--- src/rtl/cpu_pkg.sv ---
// Shared definitions for the 8-bit core front end: fetch FSM states,
// instruction-memory geometry and the default halt opcode.
package cpu_pkg;

  localparam int         IMEM_DEPTH_DEF  = 64;
  localparam int         IMEM_ADDR_W     = $clog2(IMEM_DEPTH_DEF);
  localparam int         INSTR_W         = 8;
  localparam logic [7:0] HALT_OPCODE_DEF = 8'hFF;

  typedef enum logic [1:0] {
    IDLE  = 2'd0,
    FETCH = 2'd1,
    HALT  = 2'd2
  } ifetch_state_t;

  // Reduce an 8-bit address modulo a power-of-two memory depth.
  function automatic logic [7:0] pc_wrap(input logic [7:0] addr, input logic [7:0] mask);
    return addr & mask;
  endfunction

endpackage

--- src/rtl/ifetch_pc.sv ---
// Program counter for instruction_fetch: redirect load, wrapping increment,
// and hold when neither is requested.
module ifetch_pc
  import cpu_pkg::*;
#(
  parameter int IMEM_DEPTH = IMEM_DEPTH_DEF
) (
  input  logic       clk,
  input  logic       reset,
  input  logic       redirect,
  input  logic [7:0] target,
  input  logic       advance,
  output logic [7:0] pc
);

  localparam logic [7:0] PC_MASK = 8'(IMEM_DEPTH - 1);

  logic [7:0] pc_d;
  logic [7:0] pc_q;

  // Next-PC selection; redirect beats advance.
  always_comb begin
    pc_d = pc_q;
    if (redirect) begin
      pc_d = pc_wrap(target, PC_MASK);
    end else if (advance) begin
      pc_d = pc_wrap(pc_q + 8'd1, PC_MASK);
    end else begin
      pc_d = pc_q;
    end
  end

  // PC register.
  always_ff @(posedge clk) begin
    if (reset) begin
      pc_q <= 8'd0;
    end else begin
      pc_q <= pc_d;
    end
  end

  assign pc = pc_q;

endmodule

--- src/rtl/instruction_fetch.sv ---
// Fetch stage: drives the PC to instruction_mem and registers the returned word
// for decode with a valid/ready handshake. Optional halt-on-opcode: IFETCH_HALT_EN.
module instruction_fetch
  import cpu_pkg::*;
#(
  parameter int         IMEM_DEPTH  = IMEM_DEPTH_DEF,
  parameter logic [7:0] HALT_OPCODE = HALT_OPCODE_DEF,
  parameter int         CNT_W       = 16
) (
  input  logic             clk,
  input  logic             reset,
  input  logic             start,
  output logic [7:0]       instruction_address,
  input  logic [7:0]       instruction_data,
  input  logic             branch_taken,
  input  logic [7:0]       branch_target,
  output logic             fetch_valid,
  output logic [7:0]       fetch_instruction,
  output logic [7:0]       fetch_pc,
  input  logic             decode_ready,
  output logic             halted,
  output logic [CNT_W-1:0] fetch_count
);

`ifdef IFETCH_HALT_EN
  localparam logic HALT_EN = 1'b1;
`else
  localparam logic HALT_EN = 1'b0;
`endif

  ifetch_state_t    state_d, state_q;
  logic             fetch_valid_d, fetch_valid_q;
  logic [7:0]       fetch_instruction_d, fetch_instruction_q;
  logic [7:0]       fetch_pc_d, fetch_pc_q;
  logic             halted_d, halted_q;
  logic [CNT_W-1:0] fetch_count_d, fetch_count_q;

  logic [7:0] pc_s;
  logic       accept_s;
  logic       load_s;
  logic       halt_load_s;

  assign accept_s    = fetch_valid_q & decode_ready;
  assign load_s      = (state_q == FETCH) & (~fetch_valid_q | decode_ready) & ~branch_taken;
  assign halt_load_s = HALT_EN & load_s & (instruction_data == HALT_OPCODE);

  ifetch_pc #(
    .IMEM_DEPTH(IMEM_DEPTH)
  ) u_pc (
    .clk     (clk),
    .reset   (reset),
    .redirect(branch_taken),
    .target  (branch_target),
    .advance (load_s),
    .pc      (pc_s)
  );

  // Fetch FSM next state; a redirect never changes state.
  always_comb begin
    state_d = state_q;
    case (state_q)
      IDLE: begin
        if (start) state_d = FETCH;
        else       state_d = IDLE;
      end
      FETCH: begin
        if (halt_load_s) state_d = HALT;
        else             state_d = FETCH;
      end
      HALT: begin
        if (start) state_d = FETCH;
        else       state_d = HALT;
      end
      default: state_d = IDLE;
    endcase
  end

  // Output stage and delivered-instruction counter.
  always_comb begin
    fetch_valid_d       = fetch_valid_q;
    fetch_instruction_d = fetch_instruction_q;
    fetch_pc_d          = fetch_pc_q;
    fetch_count_d       = fetch_count_q;
    halted_d            = (state_d == HALT);
    if (branch_taken) begin
      fetch_valid_d = 1'b0;
    end else if (load_s) begin
      fetch_valid_d       = 1'b1;
      fetch_instruction_d = instruction_data;
      fetch_pc_d          = pc_s;
    end else if (accept_s) begin
      fetch_valid_d = 1'b0;
    end else begin
      fetch_valid_d = fetch_valid_q;
    end
    // An accept counts even when a redirect flushes the stage on the same edge.
    if (accept_s && (fetch_count_q != {CNT_W{1'b1}})) begin
      fetch_count_d = fetch_count_q + CNT_W'(1);
    end else begin
      fetch_count_d = fetch_count_q;
    end
  end

  // State and output registers.
  always_ff @(posedge clk) begin
    if (reset) begin
      state_q             <= IDLE;
      fetch_valid_q       <= 1'b0;
      fetch_instruction_q <= 8'd0;
      fetch_pc_q          <= 8'd0;
      halted_q            <= 1'b0;
      fetch_count_q       <= {CNT_W{1'b0}};
    end else begin
      state_q             <= state_d;
      fetch_valid_q       <= fetch_valid_d;
      fetch_instruction_q <= fetch_instruction_d;
      fetch_pc_q          <= fetch_pc_d;
      halted_q            <= halted_d;
      fetch_count_q       <= fetch_count_d;
    end
  end

  assign instruction_address = pc_s;
  assign fetch_valid         = fetch_valid_q;
  assign fetch_instruction   = fetch_instruction_q;
  assign fetch_pc            = fetch_pc_q;
  assign halted              = HALT_EN & halted_q;
  assign fetch_count         = fetch_count_q;

endmodule
--- config.mk ---
export PLATFORM = sky130hd
export DESIGN_NAME = instruction_fetch
export DESIGN_NICKNAME = d
export VERILOG_FILES = /design/src/rtl/cpu_pkg.sv /design/src/rtl/ifetch_pc.sv /design/src/rtl/instruction_fetch.sv
export SDC_FILE = /design/constraint.sdc
export NUM_CORES = 1
export LEC_CHECK = 0
export CAP_MARGIN = 20
export CORE_MARGIN = 4
export CORE_UTILIZATION = 30
export DETAILED_ROUTE_END_ITERATION = 6
export SLEW_MARGIN = 20
export SYNTH_ARGS = -nofsm -noshare
export SYNTH_HDL_FRONTEND = slang
export SYNTH_SLANG_ARGS = --single-unit
--- constraint.sdc ---
create_clock -name clk -period 2.9 [get_ports clk]
set_input_delay 0.29 -clock clk [delete_from_list [all_inputs] [get_ports clk]]
set_output_delay 0.29 -clock clk [all_outputs]
set_load 0.02 [all_outputs]
Word level (Yosys, flattened, before mapping) --
Cells that the tools add are included.
Storage, ports and cells: logic and storage cells 30, latch bits 0, RAM bits 0, memories 0, register bits 39, bits in read-only memories 0, bits of input ports 21, output and inout bits 42
Operators by class: bitwise operators 6, muxes and demuxes 7, add/subtract/negate cells 2, multiply operators 0, eq/ne operators 3, shift-type cells 0, magnitude comparators 0, reduce and logical (&&, ||, !) cells 6, div/mod/pow operators 0
Operators by type and width (number):
- $add A16 B1 Y16 const B | 1
- $ne A16 B16 Y1 const B | 1
- $mux W6 | 2
- $add A6 B1 Y6 const B | 1
- $pmux W2 S3 | 1
- $reduce_bool A2 Y1 | 2
- $and A1 B1 Y1 | 3
- $mux W1 | 3
- $eq A2 B1 Y1 const B | 1
- $eq A2 B2 Y1 const B | 1
- $logic_not A2 Y1 | 1
- $mux W2 | 1
- $not A1 Y1 | 2
- $reduce_and A2 Y1 | 1
- $reduce_or A2 Y1 | 1
- $logic_and A1 B1 Y1 | 1
- $or A1 B1 Y1 | 1

Logic depth before layout (Yosys ltp) --
depth in word-level cells 6, mapped depth 6, mapped depth without buffers 5

Hierarchy --
From an unflattened synthesis, not the netlist that was laid out.
Unflattened totals: cell total of the unflattened synthesis 216, area, all modules 1828.0 µm²
Modules (own cells, without submodules):
- instruction_fetch | seq. area each 700.7 µm², cells each 181, area an instance 1510.2 µm², times used 1
- ifetch_pc | seq. area each 120.1 µm², cells each 35, area an instance 317.8 µm², times used 1

Least setup slack after synthesis --
OpenSTA, ideal clock, no wires.
kind register -> register, start point reg fetch_count_q[0], in the netlist fetch_count[0], end point reg fetch_count_q[10], in the netlist fetch_count[10], data required time 2.829 ns, slack 0.822 ns, arrival 2.007 ns, period minus slack after synthesis 2.078 ns, cell stages (with the launch flop) 7, setup time 0.071 ns, path buffers 1, cell sequence dfxtp_1 -> ha_1 -> nand4_2 -> or3_1 -> clkbuf_2 -> or4_1 -> a21oi_1
Between the ends: word-level cells in the longest chain between the ends 2, elaborated cells between the ends (all ways) 3, those cells by class 1 x add/sub; 1 x eq/ne; 1 x reduce/logical
RTL lines:
- start, declared | RTL line instruction_fetch.sv:36 | logic [CNT_W-1:0] fetch_count_d, fetch_count_q;
- start signal, assigned | RTL line instruction_fetch.sv:112 | fetch_count_q <= {CNT_W{1'b0}};
- start signal, assigned | RTL line instruction_fetch.sv:119 | fetch_count_q <= fetch_count_d;
- parallel branches: the longest is 2 deep, another holds $add A16 B1 Y16
Parallel ways; which one is timed is not known. A chain may end at the register's enable or synchronous reset.

Worst setup path in the final report --
Ends and elaborated chain as after synthesis.

==> summary.md <==
| Metric | Value |
|---|---|
| Status | completed |
| HP Class | flop to flop |
| Tmin final | 2.158 ns |
| Area delta synth->final | 36.50% |
| Clock Path Buffers | 2 |
| # diodes | 0 |
| Tcrit/Tclk final | 74.41% |
| Via count | 1,628 |
| Final Core Density | 43.36% |
| DRT antenna net count | 0 |
| Die X | 85.53 µm |
| Final Hold Viols | 0 |
| # IOs | 63 |
| Worst path bufs/invs | 0 |
| Ys async rst share | 0% |
| First-pass GRT wire length | 7541 µm |
| Pre-CTS setup slack | 0.5177 ns |
| Pin count of the biggest net entering global routing | 29 |
| Crit Path Category | flop to flop |
| Min-delay src | state_q[0] |
| # setup viols final | 0 |
| Layout fillers | 593 |
| Starting Density | 31.77% |
| Sequential power share | 54.5% |
| Internal | 0.7797 mW |
| Crit. Startpoint | fetch_count[0] |
| Fmax | 0.4634 GHz |
| Worst r2r dst | fetch_count[10] |
| Synth top area cells | dfxtp_1, mux2i_1, nor2_1 |
| Sequential element share of the synthesized area | 43.30% |
| Gr usage total | 12.60% |
| Synth cell count leaders | dfxtp_1, nor2_1, mux2i_1 |
| DR pass1 iterations | 3 |
| Clock Power Share | 32.4% |
| Post-Syn Instances | 197 |
| Vias in the first global route | 1,566 |
| IO buf count | 55 |
| Setup Fix Bufs, Post-CTS | 0 |
| Nets | 273 |
| Via density per instance | 5.072 |
| Hold Crit Depth | 1 |
| Critical Path, Cell by Cell | ha_1 > nand4_2 > or3_1 > or4_1 > a21oi_1 |
| RSZ-0062 raised after global routing | false |
| Total Power | 1.039 mW |
| DR WL/cell | 13.87 µm |
| Synthesized area per cell | 9.152 µm² |
| FF-to-FF path depth | 5 |
| TritonCTS clock tree | yes |
| Net Switching | 0.2598 mW |
| End of the worst hold path | state_q[1] |
| CTS H-tree lvls | 2 |
| Cell family with most CP delay | simple AND/OR/NAND/NOR gates |
| Sw Ratio | 24.99% |
| Core area | 5675 µm² |
| Share of cells above drive strength 1 | 8.434% |
| CTS clock-pin slew for the worst setup and hold paths | 0.07 ns |
| Primary FF master, synth | dfxtp_1 |
| Chip Height | 85.53 µm |
| FF-to-FF Start | fetch_count[0] |
| Slowest stage delay, CP | 0.55 ns |
| Syn Std Cell Area | 1803 µm² |
| TNS Setup | 0 ns |
| Initial detailed-routing violation count | 83 |
| Worst-Skew Late Latency | 0.29 ns |
| Overflow after GRT | 0 |
| PwrDens | 422.4 nW/µm² |
| Final GP Congestion | 0.7272 |
| Post-synth top area cell | dfxtp_1 |
| Setup crit end kind | flop |
| Die area | 7315 µm² |
| Root buf cell | clkbuf_8 |
| Pins over their slew limit | 0 |
| Syn. warnings | 0 |
| Max stage delay cell, worst path | or3_1 |
| Dpl hpwl | 3204 µm |
| Most common cell in the netlist | dfxtp_1 |
| CTS Sinks | 39 |
| Req. time, crit path | 3.11 ns |
| Cts repair resizes | 0 |
| Max Cap Viol | 0 |
| Final Worst Setup Slack | 0.7420 ns |
| WL final | 4451 µm |
| Total CTS buffers | 5 |
| DRC viols | 0 |
| P_leak | 0.8137 nW |
| Max FO, Critical Path | 8 |
| Row count | 27 |
| Yosys cell types | 47 |
| WP data arrival | 2.37 ns |
| R2R setup slack | 0.74 ns |
| Maximum vdd drop | 222.0 µV |
| Hold-fix buffers at CTS | 0 |
| Worst Setup Start Kind | flop |
| Share of the synthesized area in the top cell type | 43.30% |
| Comb pwr share | 13.2% |
| Final Skew | 0.008276 ns |
| Yosys reg bits | 39 |
| Post-synth EDFFs | 0 |
| Initial antenna violation count | 0 |
## how the worst max path moves through the flow
stage	endpoint	slack [ns]	depth (start not counted)
floorplan	fetch_count[10]	0.82	6
global placement	fetch_count[11]	0.53	5
detailed placement	fetch_count[11]	0.52	5
CTS	fetch_count[10]	0.73	5
global route	fetch_count[10]	0.60	5
finish	fetch_count[10]	0.74	5
## state kept, by name (all words and copies together), names as in the netlist
name	cells
fetch_count	16
fetch_instruction	8
fetch_pc	6
u_pc.pc	6
state_q	2
fetch_valid	1
## through the flow
| step | hold slack (ns) | cell area, µm² | cells |
|---|---|---|---|
| 6_report | 0.4472 | 2461 | 321 |
| 5_1_grt | 0.4824 | 2461 | 321 |
| 4_1_cts | 0.4465 | 2461 | 321 |
| 3_5_place_dp | 0.4337 | 2389 | 315 |
| 3_3_place_gp | 0.4281 | 2389 | 315 |
| 2_1_floorplan | 0.3693 | 1818 | 201 |
## cell usage in the layout (no fill, tap or decap), drive strengths merged, types with 2 or more instances in the layout
master,instances
nand2b,2
or3,5
nor3,4
o21ai,4
nand4,5
clkdlybuf4s50,55
dfxtp,39
buf,3
inv,2
xnor2,5
o31ai,7
or4,8
nor4,4
mux2i,15
nand3,10
a21oi,11
nand2,10
ha,2
nor2b,2
nor2,25
a211oi,5
conb,5
clkbuf,6
nor4b,2
## final cells by class
type	instances	area, µm²	share of cell area [%]
clock buffers	6	72.57	2.949
repair buffers	58	573.1	23.28
well taps	72	90.09	3.660
flip-flops and latches	39	780.7	31.72
inverters	2	7.507	0.3050
multi-input cells	144	937.1	38.08
## kinds of logic after synthesis
group,Yosys count,share of synthesized area (%)
adders and majority gates,2,1.388
other,1,0.2080
xor gates and xnor gates,5,2.429
muxes,16,8.952
AOI/OAI and AO/OA,35,13.05
buffers and inverters,18,5.551
and+or+nand+nor,81,25.12
DFF,39,43.30
## per-layer routing
layer	GRT usage [%]	part of all wire, %	vias up
met5	0	0	-
met4	3.453	0.81	0
met1	16.83	47	774
met2	19.63	47	38
met3	3.939	5.2	2
li1	-	-	814
## worst register-to-register path, delay by kind of cell, from the launching register on
kind | cells | cell delay [ns]
flops | 1 | 0.42
simple gates | 3 | 1.27
compound gates | 1 | 0.15
fa+ha+maj | 1 | 0.25
## power by group through the flow
| stage | sequential (mW) | combinational, mW | clock [mW] |
|---|---|---|---|
| floorplan | 0.593 | 0.0620 | 0 |
| global placement | 0.578 | 0.137 | 0 |
| detailed placement | 0.578 | 0.138 | 0 |
| CTS | 0.566 | 0.139 | 0.350 |
| global route | 0.569 | 0.149 | 0.370 |
| finish | 0.566 | 0.137 | 0.336 |
(Power assumes the default switching activity.)
